==> src/rtl/sdrc_pkg.sv <==
// Shared definitions for the SDRAM request generator: FSM states,
// column-bit encodings and default field widths.
package sdrc_pkg;

  localparam int DEF_APP_AW = 26;
  localparam int DEF_LEN_W  = 9;
  localparam int DEF_ROW_W  = 13;
  localparam int DEF_COL_W  = 11;

  localparam logic [1:0] COLBITS_8  = 2'b00;
  localparam logic [1:0] COLBITS_9  = 2'b01;
  localparam logic [1:0] COLBITS_10 = 2'b10;
  localparam logic [1:0] COLBITS_11 = 2'b11;

  typedef enum logic [1:0] {
    ST_IDLE  = 2'd0,
    ST_CALC  = 2'd1,
    ST_ISSUE = 2'd2
  } state_t;

  // Number of column address bits selected by the cfg_colbits encoding.
  function automatic logic [3:0] colbits_num(input logic [1:0] enc);
    colbits_num = 4'd11;
    unique case (enc)
      COLBITS_8:  colbits_num = 4'd8;
      COLBITS_9:  colbits_num = 4'd9;
      COLBITS_10: colbits_num = 4'd10;
      COLBITS_11: colbits_num = 4'd11;
    endcase
  endfunction

endpackage

==> src/rtl/sdrc_addr_map.sv <==
// Combinational split of a linear word address into SDRAM bank, row and
// column for the configured column width.
module sdrc_addr_map import sdrc_pkg::*; #(
  parameter int APP_AW = DEF_APP_AW,
  parameter int ROW_W  = DEF_ROW_W,
  parameter int COL_W  = DEF_COL_W
) (
  input  logic [APP_AW-1:0] addr,
  input  logic [1:0]        colbits,
  output logic [1:0]        ba,
  output logic [ROW_W-1:0]  raddr,
  output logic [COL_W-1:0]  caddr
);

  // Zero-extended far enough that row bits above the address MSB read as 0.
  localparam int EXT_W = APP_AW + ROW_W + COL_W + 2;

  logic [3:0]       cb;
  logic [EXT_W-1:0] ext;
  logic [COL_W-1:0] col_mask;

  always_comb begin
    cb       = colbits_num(colbits);
    ext      = EXT_W'(addr);
    col_mask = COL_W'((EXT_W'(1) << cb) - EXT_W'(1));
    caddr    = COL_W'(ext) & col_mask;
    ba       = 2'(ext >> cb);
    raddr    = ROW_W'(ext >> (cb + 4'd2));
  end

endmodule

==> src/rtl/sdrc_req_gen.sv <==
// Splits upstream SDRAM commands into sub-requests that never cross a
// column page and never exceed the configured maximum burst length.
module sdrc_req_gen import sdrc_pkg::*; #(
  parameter int APP_AW = DEF_APP_AW,
  parameter int LEN_W  = DEF_LEN_W,
  parameter int ROW_W  = DEF_ROW_W,
  parameter int COL_W  = DEF_COL_W
) (
  input  logic              sdram_clk,
  input  logic              sdram_resetn,
  input  logic [1:0]        cfg_colbits,
  input  logic [LEN_W-1:0]  cfg_max_len,
  input  logic              req,
  input  logic [APP_AW-1:0] req_addr,
  input  logic [LEN_W-1:0]  req_len,
  input  logic              req_wr_n,
  output logic              req_ack,
  output logic              r2b_req,
  output logic [1:0]        r2b_ba,
  output logic [ROW_W-1:0]  r2b_raddr,
  output logic [COL_W-1:0]  r2b_caddr,
  output logic [LEN_W-1:0]  r2b_len,
  output logic              r2b_write,
  output logic              r2b_start,
  output logic              r2b_last,
  input  logic              b2r_ack,
  output logic              busy
);

  localparam int CMP_W = (LEN_W > COL_W + 1) ? LEN_W : COL_W + 1;

  state_t state, state_nxt;
  logic   accept, load, advance;
  logic   first_chunk;

  logic [APP_AW-1:0] cur_addr;
  logic [LEN_W-1:0]  remaining;
  logic              wr_n_l;
  logic [1:0]        colbits_l;
  logic [LEN_W-1:0]  max_len_l;

  logic [3:0]       cb;
  logic [CMP_W-1:0] page_sz, page_rem, chunk_w;
  logic [LEN_W-1:0] chunk;

  logic [1:0]       map_ba;
  logic [ROW_W-1:0] map_raddr;
  logic [COL_W-1:0] map_caddr;

  sdrc_addr_map #(.APP_AW(APP_AW), .ROW_W(ROW_W), .COL_W(COL_W)) u_addr_map (
    .addr    (cur_addr),
    .colbits (colbits_l),
    .ba      (map_ba),
    .raddr   (map_raddr),
    .caddr   (map_caddr)
  );

  assign busy = (state != ST_IDLE);

  always_ff @(posedge sdram_clk or negedge sdram_resetn) begin
    if (!sdram_resetn) state <= ST_IDLE;
    else               state <= state_nxt;
  end

  always_comb begin
    state_nxt = state;
    accept    = 1'b0;
    load      = 1'b0;
    advance   = 1'b0;
    unique case (state)
      ST_IDLE: if (req) begin
        accept    = 1'b1;
        state_nxt = ST_CALC;
      end
      ST_CALC: begin
        load      = 1'b1;
        state_nxt = ST_ISSUE;
      end
      ST_ISSUE: if (b2r_ack) begin
        advance   = 1'b1;
        state_nxt = r2b_last ? ST_IDLE : ST_CALC;
      end
      default: state_nxt = ST_IDLE;
    endcase
  end

  // Chunk = min(remaining, words left in the column page, max_len if set).
  always_comb begin
    cb       = colbits_num(colbits_l);
    page_sz  = CMP_W'(1) << cb;
    page_rem = page_sz - (CMP_W'(cur_addr) & (page_sz - CMP_W'(1)));
    chunk_w  = CMP_W'(remaining);
    if (page_rem < chunk_w) chunk_w = page_rem;
    if ((max_len_l != '0) && (CMP_W'(max_len_l) < chunk_w)) chunk_w = CMP_W'(max_len_l);
    chunk    = LEN_W'(chunk_w);
  end

  // Command context is only consumed after a fresh accept, so it needs no reset.
  always_ff @(posedge sdram_clk) begin
    if (accept) begin
      cur_addr  <= req_addr;
      remaining <= (req_len == '0) ? LEN_W'(1) : req_len;
      wr_n_l    <= req_wr_n;
      colbits_l <= cfg_colbits;
      max_len_l <= cfg_max_len;
    end else if (advance) begin
      cur_addr  <= cur_addr + APP_AW'(r2b_len);
      remaining <= remaining - r2b_len;
    end
  end

  always_ff @(posedge sdram_clk or negedge sdram_resetn) begin
    if (!sdram_resetn) begin
      req_ack     <= 1'b0;
      r2b_req     <= 1'b0;
      r2b_ba      <= '0;
      r2b_raddr   <= '0;
      r2b_caddr   <= '0;
      r2b_len     <= '0;
      r2b_write   <= 1'b0;
      r2b_start   <= 1'b0;
      r2b_last    <= 1'b0;
      first_chunk <= 1'b0;
    end else begin
      req_ack <= accept;
      if (accept) first_chunk <= 1'b1;
      if (load) begin
        r2b_req   <= 1'b1;
        r2b_ba    <= map_ba;
        r2b_raddr <= map_raddr;
        r2b_caddr <= map_caddr;
        r2b_len   <= chunk;
        r2b_write <= ~wr_n_l;
        r2b_start <= first_chunk;
        r2b_last  <= (chunk == remaining);
      end else if (advance) begin
        r2b_req     <= 1'b0;
        first_chunk <= 1'b0;
      end
    end
  end

endmodule
==> config.mk <==
export PLATFORM = sky130hd
export DESIGN_NAME = sdrc_req_gen
export DESIGN_NICKNAME = d
export VERILOG_FILES = /design/src/rtl/sdrc_pkg.sv /design/src/rtl/sdrc_addr_map.sv /design/src/rtl/sdrc_req_gen.sv
export SDC_FILE = /design/constraint.sdc
export NUM_CORES = 1
export LEC_CHECK = 0
export ABC_AREA = 1
export BUFFER_PORTS_ARGS = -buffer_cell sky130_fd_sc_hd__buf_2
export CAP_MARGIN = 5
export CORE_ASPECT_RATIO = 1.75
export CORE_MARGIN = 5
export CORE_UTILIZATION = 60
export CTS_CLUSTER_SIZE = 8
export DETAILED_ROUTE_END_ITERATION = 10
export PLACE_DENSITY = 0.83
export SETUP_SLACK_MARGIN = 0.05
export SYNTH_ARGS = -nofsm -noshare
export SYNTH_HDL_FRONTEND = slang
export SYNTH_HIERARCHICAL = 1
export SYNTH_SLANG_ARGS = --single-unit
==> constraint.sdc <==
create_clock -name sdram_clk -period 11.75 [get_ports sdram_clk]
set_clock_uncertainty 0.2 [all_clocks]
set_input_delay 1.7625 -clock sdram_clk [delete_from_list [all_inputs] [get_ports sdram_clk]]
set_output_delay 1.7625 -clock sdram_clk [all_outputs]
set_load 0.02 [all_outputs]
==> results.py, run 1 <==
metrics = {
    "global_routing": {
        "grt_pass1_wl_mm": 26.7,
        "grt-ovfl-total": 0,
        "gr-usage-all-layers": 0.278,
        "grt_max_degree": 68,
        "grt_pass1_vias": 5716,
        "antenna_found_initial": 0,
    },
    "cts": {
        "cts_tree": "yes",
        "cts_made_buffers": 9,
        "clk_latency_ns": 0.35,
        "cts_setup_buffers": 0,
        "holdBufCountCts": 0,
        "clock_sinks": 90,
        "htreeDepth": 3,
        "clkSlewWorstSetupHoldPaths_ns": 0.07,
        "cts_resized": 0,
        "clock_path_buffers": 2,
        "clock-root-buffer": "clkbuf_16",
    },
    "synth": {
        "yosys.area.top_type": "edfxtp_1",
        "syn_inst": 844,
        "synth_nets": 932,
        "ys_seq_elements": 90,
        "synth_edf_count": 47,
        "ys_top_cells_by_count": "nand2_1 (294), inv_1 (100), nand3_1 (70), nor2_1 (56), o21ai_0 (52)",
        "yosysTopAreaCellShare": 0.228,
        "synth_ff_type": "edfxtp_1",
        "seq_area_frac_synth": 0.401,
        "yosysWarnings": 6,
        "syn-cell-area_um2": 6200,
        "synth_area_per_cell_um2": 7.35,
        "synthMostInstantiatedCell": "nand2_1",
        "synth_cell_types": 41,
        "netlist_top_cells_area": "edfxtp_1 (23%), nand2_1 (18%), dfrtp_1 (17%), ha_1 (7.1%), inv_1 (6.1%)",
        "async_reset_ff_frac": 0.478,
    },
    "drt": {
        "routedWlPerCell_um": 16.0,
        "dr.pass1.iters": 5,
        "drt-total-wl_mm": 16.9,
        "drc": 0,
        "avgViaCountPerCell": 5.53,
        "drtIter0Drc": 390,
        "ant_nets": 0,
        "num_vias": 5810,
    },
    "floorplanning": {
        "die_y_um": 144,
        "placementRows": 49,
        "die_area_um2": 12500,
        "start_util": 0.609,
        "die_w_um": 86.8,
        "ios": 92,
        "core_um2": 10200,
    },
    "timing": {
        "min_period_over_period": 0.401,
        "hold_ws_ns": 0.250,
        "tightest_slew_ns": 1.04,
        "drv_slew": 0,
        "rsz0062_at_grt": "false",
        "slew_headroom": 0.310,
        "hold_viol": 0,
        "setup_tns_ns": 0,
        "clock.fmax_mhz": 212,
        "setup_violations": 0,
        "layout_min_cycle_time_ns": 4.71,
    },
    "critical_path": {
        "path_class": "flip-flop to flip-flop",
        "cp_max_fo": 16,
        "slowest_delay_ns": 0.42,
        "cp-end-kind": "flip-flop",
        "arrival_ns": 4.79,
        "slowest_stage": "edfxtp_1",
        "crit_top_cell": "nand2_1",
        "worst_ep_required_time_ns": 11.83,
        "cp-start-kind": "flip-flop",
    },
    "placement": {
        "io_buffers": 91,
        "gp_congestion": 0.968,
        "dp_hpwl_mm": 12.7,
    },
    "final_layout": {
        "antenna_cells": 0,
        "syn_to_final_growth_pct": 12.7,
        "drive_above_1_share": 0.152,
        "filler_cell_count": 945,
        "seq_area_um2": 2490,
        "multi_input_area_um2": 3130,
        "nets": 1007,
    },
    "run": {
        "max_cap_violations": 0,
    },
    "run_status": {
        "status": "completed",
    },
    "hold_path": {
        "hold_path_class": "flip-flop to flip-flop",
    },
    "power": {
        "p_leak_nw": 3.64,
        "powerDensity_nw_per_um2": 336,
        "peakVddDrop_uv": 167,
    },
}
[final timing paths]
check	from	to	slack, ns	depth (start not counted)
setup / recovery	cur_addr[1]$_DFFE_PP_	r2b_last$_DFFE_PN0P_	7.04	30
hold / removal	wr_n_l$_DFFE_PP_	r2b_write$_DFFE_PN0P_	0.25	1
setup reg to reg	cur_addr[1]$_DFFE_PP_	r2b_last$_DFFE_PN0P_	7.04	30
hold reg to reg	wr_n_l$_DFFE_PP_	r2b_write$_DFFE_PN0P_	0.25	1
max in group asynchronous	sdram_resetn	r2b_len[5]$_DFFE_PN0P_	9.31	1
min in group asynchronous	sdram_resetn	r2b_caddr[0]$_DFFE_PN0P_	1.40	1
[flip-flops by register name (all words and copies together) (netlist names)]
register and count:
colbits_l 2, cur_addr 26, first_chunk 1, max_len_l 9
r2b_ba 2, r2b_caddr 11, r2b_last 1, r2b_len 9
r2b_raddr 13, r2b_req 1, r2b_start 1, r2b_write 1
remaining 9, req_ack 1, state 2, wr_n_l 1
[where the power goes]
group          total [mW]  leakage (nW)  switching [mW]  internal, mW
Sequential          0.680         0.973           0.148         0.532
Combinational        1.37          2.52           0.895         0.477
Clock               0.295         0.151           0.125         0.169
[final cells by class]
type | count | area share
clock buffer | 13 | 0.0405
sequential | 90 | 0.356
clock inverter | 3 | 0.00251
timing repair buffer | 96 | 0.0706
inverter | 108 | 0.0591
multi-input combinational | 614 | 0.448
tap | 127 | 0.0228
[critical path, delay by kind of cell (launching register included)]
kind	cells	cell delay, ns
compound gates	7	1.36
fa+ha+maj	3	0.73
buf+inv	5	0.58
flops	1	0.42
simple gates	15	1.35
[cell usage in the layout (no fill, tap or decap), types with 2 or more instances in the layout]
| cell | n |
|---|---|
| dfrtp_1 | 43 |
| a21oi_1 | 22 |
| buf_2 | 91 |
| clkbuf_16 | 11 |
| xnor2_1 | 8 |
| nand3_1 | 70 |
| nand2_1 | 294 |
| nor2_1 | 54 |
| a31oi_1 | 6 |
| edfxtp_1 | 47 |
| xor2_1 | 10 |
| o21a_1 | 2 |
| o31ai_1 | 6 |
| nor2_2 | 6 |
| inv_4 | 3 |
| buf_4 | 5 |
| nand4_1 | 3 |
| inv_1 | 100 |
| nor3_1 | 6 |
| nand2_2 | 7 |
| clkinv_1 | 2 |
| clkbuf_1 | 2 |
| nor4_1 | 4 |
| ha_1 | 35 |
| nand3b_1 | 4 |
| o21ai_1 | 5 |
| or2_2 | 3 |
| nand3_2 | 3 |
| inv_2 | 4 |
| fa_1 | 2 |
| o211ai_1 | 2 |
| o21ai_0 | 51 |
| o21bai_1 | 2 |
[per-layer routing]
layer	global-route usage	up-vias	wire, µm
met2	0.516	184	9170
met1	0.276	2688	5820
met4	0.201	0	1210
li1	-	2870	-
met5	0	-	0
met3	0.0336	68	653
[cell families after synthesis]
family,after synthesis,share of synthesized area
AO/OA/AOI/OAI,101,0.0896
adder cells (fa/ha/maj),37,0.0771
buffers and inverters,140,0.0971
flip-flops,90,0.401
AND/OR/NAND/NOR,458,0.310
XOR/XNOR,18,0.0254
[metrics by stage]
| step | area [µm²] | total power, mW | setup WS, ns | std cells | util |
|---|---|---|---|---|---|
| finish | 6980 | 2.35 | 7.04 | 1051 | 0.686 |
| global route | 6980 | 2.56 | 6.42 | 1051 | 0.686 |
| CTS | 6980 | 2.34 | 7.06 | 1051 | 0.686 |
| detailed placement | 6680 | 2.03 | 7.08 | 1035 | 0.657 |
| global placement | 6680 | 2.00 | 7.25 | 1035 | 0.657 |
| floorplan | 6200 | 1.68 | 6.78 | 844 | - |
No activity file was read; power rests on OpenSTA's default activity.
==> run 2, diff against run 1 <==
- CORE_UTILIZATION: 60 -> 58
- PLACE_DENSITY: 0.83 -> 0.81
- clock period: 11.75 -> 4.9 ns (I/O delays scaled with it)
==> results.py, run 2 (synthesis gave the netlist of run 1 again) <==
metrics = {
    "run_status": {
        "status": "completed",
    },
    "timing": {
        "drv_slew": 0,
        "rsz0062_at_grt": "false",
        "layout_min_cycle_time_ns": 4.49,
        "clock.fmax_mhz": 223,
        "setup_violations": 0,
        "hold_viol": 0,
        "tightest_slew_ns": 1.03,
        "slew_headroom": 0.314,
        "min_period_over_period": 0.916,
        "setup_tns_ns": 0,
    },
    "critical_path": {
        "cp_max_fo": 12,
        "rrSetupSlack_ns": 0.41,
        "worst_ep_required_time_ns": 4.99,
        "cp-end-kind": "flip-flop",
        "cp-start-kind": "flip-flop",
        "path_class": "flip-flop to flip-flop",
        "worstSetupStartpoint": "cur_addr[2]$_DFFE_PP_",
        "r2r_end": "r2b_last$_DFFE_PN0P_",
        "arrival_ns": 4.58,
        "r2r_start": "cur_addr[2]$_DFFE_PP_",
        "rr_worst_depth": 26,
        "endpoint": "r2b_last$_DFFE_PN0P_",
    },
    "cts": {
        "cts_made_buffers": 9,
        "clk_latency_ns": 0.35,
        "clkSlewWorstSetupHoldPaths_ns": 0.07,
        "clock_sinks": 90,
        "clock-root-buffer": "clkbuf_16",
        "cts_tree": "yes",
        "htreeDepth": 3,
        "clock_path_buffers": 2,
    },
    "placement": {
        "dp_hpwl_mm": 12.9,
        "place_inst": 1042,
        "gp_congestion": 0.949,
        "dpl_cell_area_um2": 6720,
        "io_buffers": 91,
    },
    "drt": {
        "num_vias": 5772,
        "ant_nets": 0,
        "drt-total-wl_mm": 16.9,
        "avgViaCountPerCell": 5.44,
        "drtIter0Drc": 356,
        "drc": 0,
        "dr.pass1.iters": 5,
        "routedWlPerCell_um": 16.0,
    },
    "global_routing": {
        "gr-usage-all-layers": 0.272,
        "antenna_found_initial": 0,
        "grt_max_degree": 68,
        "grt-ovfl-total": 0,
        "grt_pass1_wl_mm": 27.4,
        "grt_pass1_vias": 5782,
    },
    "final_layout": {
        "final_area_um2": 7100,
        "nets": 1014,
        "layout_commonest_cell": "nand2_1",
        "largest_reg_flops": 26,
        "reg.largest.list": "cur_addr: 26 flops, r2b_raddr: 13 flops, r2b_caddr: 11 flops",
        "mostFrequentLayoutCells": "nand2_1 (294), inv_1 (99), buf_2 (91)",
        "fin_cells": 1061,
        "drive_above_1_share": 0.166,
        "largest-register": "cur_addr",
        "syn_to_final_growth_pct": 14.5,
        "antenna_cells": 0,
    },
    "floorplanning": {
        "start_util": 0.586,
        "core_um2": 10600,
        "die_w_um": 88.2,
        "die_area_um2": 12900,
        "die_y_um": 147,
        "placementRows": 50,
        "ios": 92,
    },
    "power": {
        "powerDensity_nw_per_um2": 810,
        "peakVddDrop_uv": 498,
        "p_leak_nw": 3.69,
    },
    "hold_path": {
        "hp-start": "wr_n_l$_DFFE_PP_",
        "hold_path_class": "flip-flop to flip-flop",
    },
    "run": {
        "max_cap_violations": 0,
    },
}
run 2: changes by cell type in the layout (fill, tap and decap cells not counted), sizes merged:
cell           previous run  this run
buf                      96       102
clkdlybuf4s15             0         1
clkbuf                   13        12
inv                     108       109
run 2: worst max-delay path, cell delays in order, from the launching register on:
cell	delay, ns
edfxtp_1	0.48
inv_2	0.10
nand3_1	0.14
nor2_2	0.18
xor2_1	0.29
ha_1	0.31
a21oi_1	0.16
o21a_1	0.13
nand2_1	0.05
nand2_1	0.12
nand3_4	0.16
o21ai_1	0.15
inv_1	0.08
ha_1	0.27
nand2_1	0.09
o21bai_1	0.11
nand2_1	0.08
a221oi_2	0.30
buf_4	0.22
nand3_1	0.15
nand3_1	0.13
nand2_1	0.05
nor2_1	0.18
nand2_1	0.10
nor2_1	0.09
nand2_1	0.06
nand2_1	0.05
run 2: worst min path at each step:
stage | slack, ns | cells past startpoint | to
2_1_floorplan | 0.21 | 1 | r2b_write$_DFFE_PN0P_
3_3_place_gp | 0.22 | 1 | r2b_write$_DFFE_PN0P_
4_1_cts | 0.24 | 1 | r2b_write$_DFFE_PN0P_
6_report | 0.24 | 1 | r2b_write$_DFFE_PN0P_
3_5_place_dp | 0.23 | 1 | r2b_write$_DFFE_PN0P_
5_1_grt | 0.29 | 1 | r2b_write$_DFFE_PN0P_
run 2: what timing repair did:
item	in CTS	in global routing
gates resized for setup	0	14
hold buffers	0	0
setup endpoints to repair	0	8
buffers inserted	0	2
run 2: cell type report:
cell class | count | area, µm²
clock buffer | 12 | 289
clock inverter | 4 | 26.3
fill | 963 | 3480
inverter | 108 | 413
multi-input combinational | 614 | 3170
sequential | 90 | 2490
tap | 130 | 163
timing repair buffer | 103 | 549
run 2: per-stage QoR:
stage | hold WS (ns) | worst slack [ns] | total power, mW | util
after floorplan | 0.214 | 0.463 | 4.03 | -
after global placement | 0.219 | 0.279 | 4.86 | 0.635
final | 0.236 | 0.411 | 5.75 | 0.671
after detailed placement | 0.232 | 0.145 | 4.90 | 0.635
after CTS | 0.241 | 0.127 | 5.67 | 0.665
after global routing | 0.288 | 0.0678 | 6.31 | 0.671
run 2: metal layers:
metal  GRT usage  vias up  share of wire
li1            -     2873              -
met1       0.281     2644           0.35
met2       0.503      196           0.55
met3      0.0415       59          0.047
met4       0.153        0          0.062
met5           0        -              0
run 2: power breakdown:
group          internal [mW]  total (mW)  leakage [nW]  switching (mW)
Combinational           1.21        3.42          2.56            2.21
Sequential              1.27        1.60         0.973           0.322
Clock                  0.422       0.734         0.160           0.312
